===== src/rtl/game_pkg.sv =====
// Shared codes for the game controller, the bird FSM and the renderer.
package game_pkg;

   typedef enum logic [2:0] {
      BIRD_INITIAL = 3'd0,
      BIRD_ASC     = 3'd1,
      BIRD_DESC    = 3'd2,
      BIRD_JUMPING = 3'd3,
      BIRD_FALLING = 3'd4,
      BIRD_DYING   = 3'd5
   } bird_state_t;

   typedef enum logic [2:0] {
      G_IDLE      = 3'd0,
      G_STARTING  = 3'd1,
      G_PLAYING   = 3'd2,
      G_KILLING   = 3'd3,
      G_OVER      = 3'd4,
      G_RESETTING = 3'd5
   } game_state_t;

   localparam int GAME_SCORE_W = 14;

endpackage


===== src/rtl/rise_edge.sv =====
// Rising-edge detector on an already-debounced level.
// Captures the level every clock and flags when it goes from low to high.
module rise_edge (
   input  logic clk_100Hz,
   input  logic rst,
   input  logic level,
   output logic rise
);

   logic prev;

   always_ff @(posedge clk_100Hz) begin
      if (rst) begin
         prev <= 1'b0;
      end else begin
         prev <= level;
      end
   end

   assign rise = level & ~prev;

endmodule


===== src/rtl/game_ctrl.sv =====
// Game-level controller: turns key and collision levels into bird commands.
// Each held command waits for the bird's state code to acknowledge it. The block also tracks score and best.
module game_ctrl
   import game_pkg::*;
#(
   parameter int SCORE_DIV = 100,
   parameter int OVER_HOLD = 100,
   parameter int SCORE_W   = GAME_SCORE_W
) (
   input  logic               clk_100Hz,
   input  logic               rst,
   input  logic               key_start,
   input  logic               key_jump,
   input  logic               key_fall,
   input  logic               collide,
   input  logic [2:0]         bird_state,
   output logic               bird_start,
   output logic               bird_rst,
   output logic               bird_jump,
   output logic               bird_fall,
   output logic               bird_kill,
   output logic [2:0]         game_state,
   output logic [SCORE_W-1:0] score,
   output logic [SCORE_W-1:0] best
);

   localparam int TICK_W = (SCORE_DIV > 1) ? $clog2(SCORE_DIV) : 1;
   localparam int HOLD_W = $clog2(OVER_HOLD + 1);
   localparam logic [TICK_W-1:0]  TICK_LAST = TICK_W'(SCORE_DIV - 1);
   localparam logic [HOLD_W-1:0]  HOLD_DONE = HOLD_W'(OVER_HOLD);
   localparam logic [SCORE_W-1:0] SCORE_MAX = '1;

   game_state_t        state;
   logic               start_rise;
   logic               jump_rise;
   logic               fall_rise;
   logic               jump_pend;
   logic               fall_pend;
   logic               jump_next;
   logic               fall_next;
   logic               bird_ready;
   logic [TICK_W-1:0]  tick_cnt;
   logic [HOLD_W-1:0]  hold_cnt;

   rise_edge u_start_edge (
      .clk_100Hz (clk_100Hz),
      .rst       (rst),
      .level     (key_start),
      .rise      (start_rise)
   );

   rise_edge u_jump_edge (
      .clk_100Hz (clk_100Hz),
      .rst       (rst),
      .level     (key_jump),
      .rise      (jump_rise)
   );

   rise_edge u_fall_edge (
      .clk_100Hz (clk_100Hz),
      .rst       (rst),
      .level     (key_fall),
      .rise      (fall_rise)
   );

   // The newest key edge replaces whatever command is still waiting; jump beats fall on a tie.
   always_comb begin
      jump_next = jump_pend;
      fall_next = fall_pend;
      if (jump_rise) begin
         jump_next = 1'b1;
         fall_next = 1'b0;
      end else if (fall_rise) begin
         jump_next = 1'b0;
         fall_next = 1'b1;
      end
   end

   assign bird_ready = (bird_state == BIRD_ASC) || (bird_state == BIRD_DESC);
   assign game_state = state;

   always_ff @(posedge clk_100Hz) begin
      if (rst) begin
         state      <= G_RESETTING;
         bird_rst   <= 1'b1;
         bird_start <= 1'b0;
         bird_jump  <= 1'b0;
         bird_fall  <= 1'b0;
         bird_kill  <= 1'b0;
         score      <= '0;
         best       <= '0;
         jump_pend  <= 1'b0;
         fall_pend  <= 1'b0;
         tick_cnt   <= '0;
         hold_cnt   <= '0;
      end else begin
         bird_jump <= 1'b0;
         bird_fall <= 1'b0;
         case (state)
            G_IDLE: begin
               if (start_rise) begin
                  state      <= G_STARTING;
                  bird_start <= 1'b1;
                  score      <= '0;
                  tick_cnt   <= '0;
               end
            end

            G_STARTING: begin
               if (bird_state != BIRD_INITIAL) begin
                  state      <= G_PLAYING;
                  bird_start <= 1'b0;
                  jump_pend  <= 1'b0;
                  fall_pend  <= 1'b0;
               end
            end

            G_PLAYING: begin
               // A collision overrides any command that would have gone out this cycle.
               if (collide) begin
                  state     <= G_KILLING;
                  bird_kill <= 1'b1;
                  jump_pend <= 1'b0;
                  fall_pend <= 1'b0;
               end else begin
                  if (tick_cnt == TICK_LAST) begin
                     tick_cnt <= '0;
                     if (score != SCORE_MAX) begin
                        score <= score + 1'b1;
                     end
                  end else begin
                     tick_cnt <= tick_cnt + 1'b1;
                  end

                  if (bird_ready && jump_next) begin
                     bird_jump <= 1'b1;
                     jump_pend <= 1'b0;
                     fall_pend <= 1'b0;
                  end else if (bird_ready && fall_next) begin
                     bird_fall <= 1'b1;
                     jump_pend <= 1'b0;
                     fall_pend <= 1'b0;
                  end else begin
                     jump_pend <= jump_next;
                     fall_pend <= fall_next;
                  end
               end
            end

            G_KILLING: begin
               if (bird_state == BIRD_DYING) begin
                  state     <= G_OVER;
                  bird_kill <= 1'b0;
                  hold_cnt  <= '0;
                  if (score > best) begin
                     best <= score;
                  end
               end
            end

            G_OVER: begin
               if (hold_cnt != HOLD_DONE) begin
                  hold_cnt <= hold_cnt + 1'b1;
               end else if (start_rise) begin
                  state    <= G_RESETTING;
                  bird_rst <= 1'b1;
               end
            end

            G_RESETTING: begin
               if (bird_state == BIRD_INITIAL) begin
                  state    <= G_IDLE;
                  bird_rst <= 1'b0;
               end
            end

            default: begin
               state      <= G_RESETTING;
               bird_rst   <= 1'b1;
               bird_start <= 1'b0;
               bird_kill  <= 1'b0;
            end
         endcase
      end
   end

endmodule

===== config.mk =====
export PLATFORM = sky130hd
export DESIGN_NAME = game_ctrl
export DESIGN_NICKNAME = d
export VERILOG_FILES = /design/src/rtl/game_pkg.sv /design/src/rtl/rise_edge.sv /design/src/rtl/game_ctrl.sv
export SDC_FILE = /design/constraint.sdc
export NUM_CORES = 1
export LEC_CHECK = 0
export ABC_AREA = 1
export ABC_CLOCK_PERIOD_IN_PS = 2100
export BUFFER_PORTS_ARGS = -buffer_cell sky130_fd_sc_hd__buf_2
export CAP_MARGIN = 20
export CORE_MARGIN = 3
export CORE_UTILIZATION = 40
export DETAILED_ROUTE_END_ITERATION = 10
export SYNTH_ARGS = -nofsm -noshare
export SYNTH_HDL_FRONTEND = slang
export SYNTH_SLANG_ARGS = --single-unit

===== constraint.sdc =====
create_clock -name clk_100Hz -period 2.1 [get_ports clk_100Hz]
set_input_delay 0.105 -clock clk_100Hz [delete_from_list [all_inputs] [get_ports clk_100Hz]]
set_output_delay 0.105 -clock clk_100Hz [all_outputs]
set_load 0.03 [all_outputs]

==> metrics.md <==
| Metric | Value |
|---|---|
| CORE AREA | `between 8000 and 9000 um2` |
| Register area share after synthesis | `32.3%` |
| CTS hold repair buffers | `0` |
| GPL Wtd Cong | `a little under 0.9` |
| Post-route ant nets | `0` |
| Clk sinks | `55` |
| EDFF count, synth | `0` |
| Clock skew | `approximately 0.012 ns` |
| Pwr dens | `742 nW/um2` |
| Number of global-route vias before repair | `between 3000 and 4000` |
| Fin Hold WS | `between 0.02 and 0.025 ns` |
| Largest net degree at the start of global routing | `37` |
| Placed cell area | `approximately 3800 um2` |
| Reg2reg start | `best[13]` |
| Initial Util | `approximately two fifths` |
| Total GRT Usage | `16.7%` |
| Die Y | `around 100 um` |
| Post-synth cell types | `34` |
| Worst-Skew Late Latency | `around 0.31 ns` |
| Share of layout cells above drive strength 1 | `between 10% and 20%` |
| Top cell type's share of synthesized area | `32.3%` |
| NumNets Final | `a little under 600` |
| Row cnt | `33` |
| Synth top area cells | `dfxtp_1 (32%), nand2_1 (13%), inv_1 (8.4%)` |
| Kind of critical path | `flip-flop to flip-flop` |
| Global-route wire length before repair | `between 10000 and 15000 um` |
| Worst vdd ir | `between 0.0003 and 0.0004 V` |
| Initial antenna violation count | `0` |
| Final WL | `around 8100 um` |
| Final setup vio count | `0` |
| Grt total ovfl | `0` |
| Post-CTS sizing | `0` |
| Synthesized area per cell | `approximately 6.6 um2` |
| Final Hold Viols | `0` |
| Period minus WS final | `1.86 ns` |
| Hold Path Class | `input port to flip-flop` |
| Crit path launch type | `flip-flop` |
| Slew Limit Fails | `0` |
| Most common flop cell mapped by yosys | `dfxtp_1` |
| DP HPWL | `around 6100 um` |
| Most common cell in the netlist | `nand2_1` |
| Die width | `between 90 and 100 um` |
| Filler cells | `between 800 and 900` |
| Cell depth of the worst flop-to-flop path | `12` |
| WHS Path Cells | `3` |
| # diodes | `0` |
| CP required | `about 2.3 ns` |
| Asr flop ratio synth | `0%` |
| Layout area overhead | `13.9%` |
| Tcrit/Tclk final | `between 80% and 90%` |
| Postcts setup bufs | `0` |
| Routed via count | `3245` |
| DRT Pass-1 Iters | `5` |
| Yosys reg bits | `between 50 and 60` |
| Dominant cell type by area after synthesis | `dfxtp_1` |
| Met3 global-route usage | `between 2 and 3%` |
| Max Buffers Root-to-Sink | `2` |
| Worst r2r dst | `best[1]` |
| DR vias/cell | `slightly below 5` |
| GR peak layer | `met2` |
| Status | `finished clean` |
| Met1 usage | `22.1%` |
| Rel. slew slack | `slightly below 70%` |
| Post-Route Utilization | `47.0%` |
| MaxCap Viol Count | `0` |
| Endpoint class of the critical path | `flip-flop` |
| Post-Syn Nets | `around 540` |
| H-tree depth | `2` |
| Clock transition at path regs | `0.11 ns` |
| CTS Buf Count | `5` |
| Worst Max-Slew Pin Slew | `0.459 ns` |
| Port-buffer cells | `44` |
| Syn Inst Count | `just over 500` |
| CTS tree | `built` |
| DR WL/cell | `between 10 and 15 um` |
| Root buf cell | `clkbuf_8` |
| F_max | `~0.54 GHz` |
| DR DRC count | `0` |
| Starting DRT DRC Count | `111` |
| RSZ-0062 raised after global routing | `no` |
| Die ar. | `9650 um2` |
| Worst R2R Setup Slack | `0.24 ns` |
| LEAKAGE | `~1.8 nW` |
| Endpoint, Worst Hold | `u_start_edge.prev` |
| Worst Path Max Fanout | `18` |
| Top cell types by occurrence after synthesis | `nand2_1 (114), inv_1 (76), nor2_1 (74)` |
| Post-route cell area | `approximately 3900 um2` |
| Ports | `between 40 and 50` |
| CP Data Arrival Time | `2.08 ns` |
| Syn. warnings | `0` |
| Setup_tns | `0 ns` |
| Cell area after synthesis | `between 3000 and 4000 um2` |
| HP Start | `key_start` |
| GR Util met2 | `about 28%` |
## where the power goes
part           total (mW)  internal [mW]  switching, mW
Sequential           1.20           1.11         0.0933
Combinational       0.963          0.306          0.657
Clock               0.711          0.356          0.355
## how the worst max path moves through the flow
| stage | startpoint | endpoint | slack [ns] | depth (start not counted) |
|---|---|---|---|---|
| 3_3_place_gp | best[13] | best[10] | 0.25 | 10 |
| 6_report | best[13] | best[1] | 0.24 | 12 |
| 4_1_cts | best[13] | best[4] | 0.22 | 12 |
| 5_1_grt | best[13] | best[1] | 0.06 | 12 |
| 2_1_floorplan | best[13] | best[8] | 0.23 | 12 |
| 3_5_place_dp | best[13] | best[1] | 0.24 | 12 |
## cells in the final DEF, fill, tap and decap left out, types with 2 or more instances in the layout
cell,instances
nand3_1,48
dfxtp_1,55
nand4_1,4
xnor2_1,3
nand4_4,2
inv_1,76
nor2_4,8
o21ai_1,4
nand2_4,2
nand3b_1,3
nand2_2,6
a21oi_1,41
and3_1,2
nor3_1,10
o21ai_2,2
nand2_1,114
nor2_1,74
o21ai_0,19
clkbuf_8,5
inv_2,3
buf_2,44
buf_4,12
clkinv_2,2
ha_1,18
## flip-flops by register name (all words and copies together), names as in the netlist, named ones only
name	cells
score	14
tick_cnt	7
fall_pend	1
bird_kill	1
hold_cnt	7
best	14
bird_fall	1
bird_rst	1
u_start_edge.prev	1
u_fall_edge.prev	1
u_jump_edge.prev	1
bird_start	1
bird_jump	1
game_state	2
jump_pend	1
## metrics by stage
step           worst slack, ns  power [mW]  instances
6_report                 0.239        2.88        674
5_1_grt                 0.0559        3.06        674
4_1_cts                  0.221        2.90        674
3_5_place_dp             0.244        2.19        666
3_3_place_gp             0.254        2.18        666
2_1_floorplan            0.230        1.98        516
## routing by layer
layer  vias to the layer above  wire, um
li1                       1740         -
met1                      1438      3860
met2                        61      3820
met3                         6       315
met4                         0        58
met5                         -         0
## critical path: stages (launching register included)
cell	delay, ns
dfxtp_1	0.37
inv_1	0.05
ha_1	0.28
nand2_1	0.08
nor2_1	0.15
nand3_1	0.11
inv_1	0.07
nand2_1	0.05
nand2_1	0.14
buf_4	0.25
nand3_1	0.10
nand2_1	0.08
nor2_1	0.04
## cells by family after synthesis
| family | synth area share, % |
|---|---|
| buffers and inverters | 11.9 |
| DFF | 32.3 |
| and+or+nand+nor | 37.5 |
| AOI/OAI and AO/OA | 10.5 |
| adders and majority gates | 6.62 |
| xor gates and xnor gates | 1.03 |
## layout make-up
class | count | area, um2 | share of cell area [%]
Clock buffer | 5 | 68.8 | 1.77
Tap cell | 105 | 131 | 3.39
Inverter | 81 | 305 | 7.87
Timing Repair Buffer | 57 | 330 | 8.52
Sequential cell | 55 | 1100 | 28.4
Clock inverter | 3 | 43.8 | 1.13
Multi-Input combinational cell | 368 | 1900 | 48.9
(Power assumes the default switching activity.)
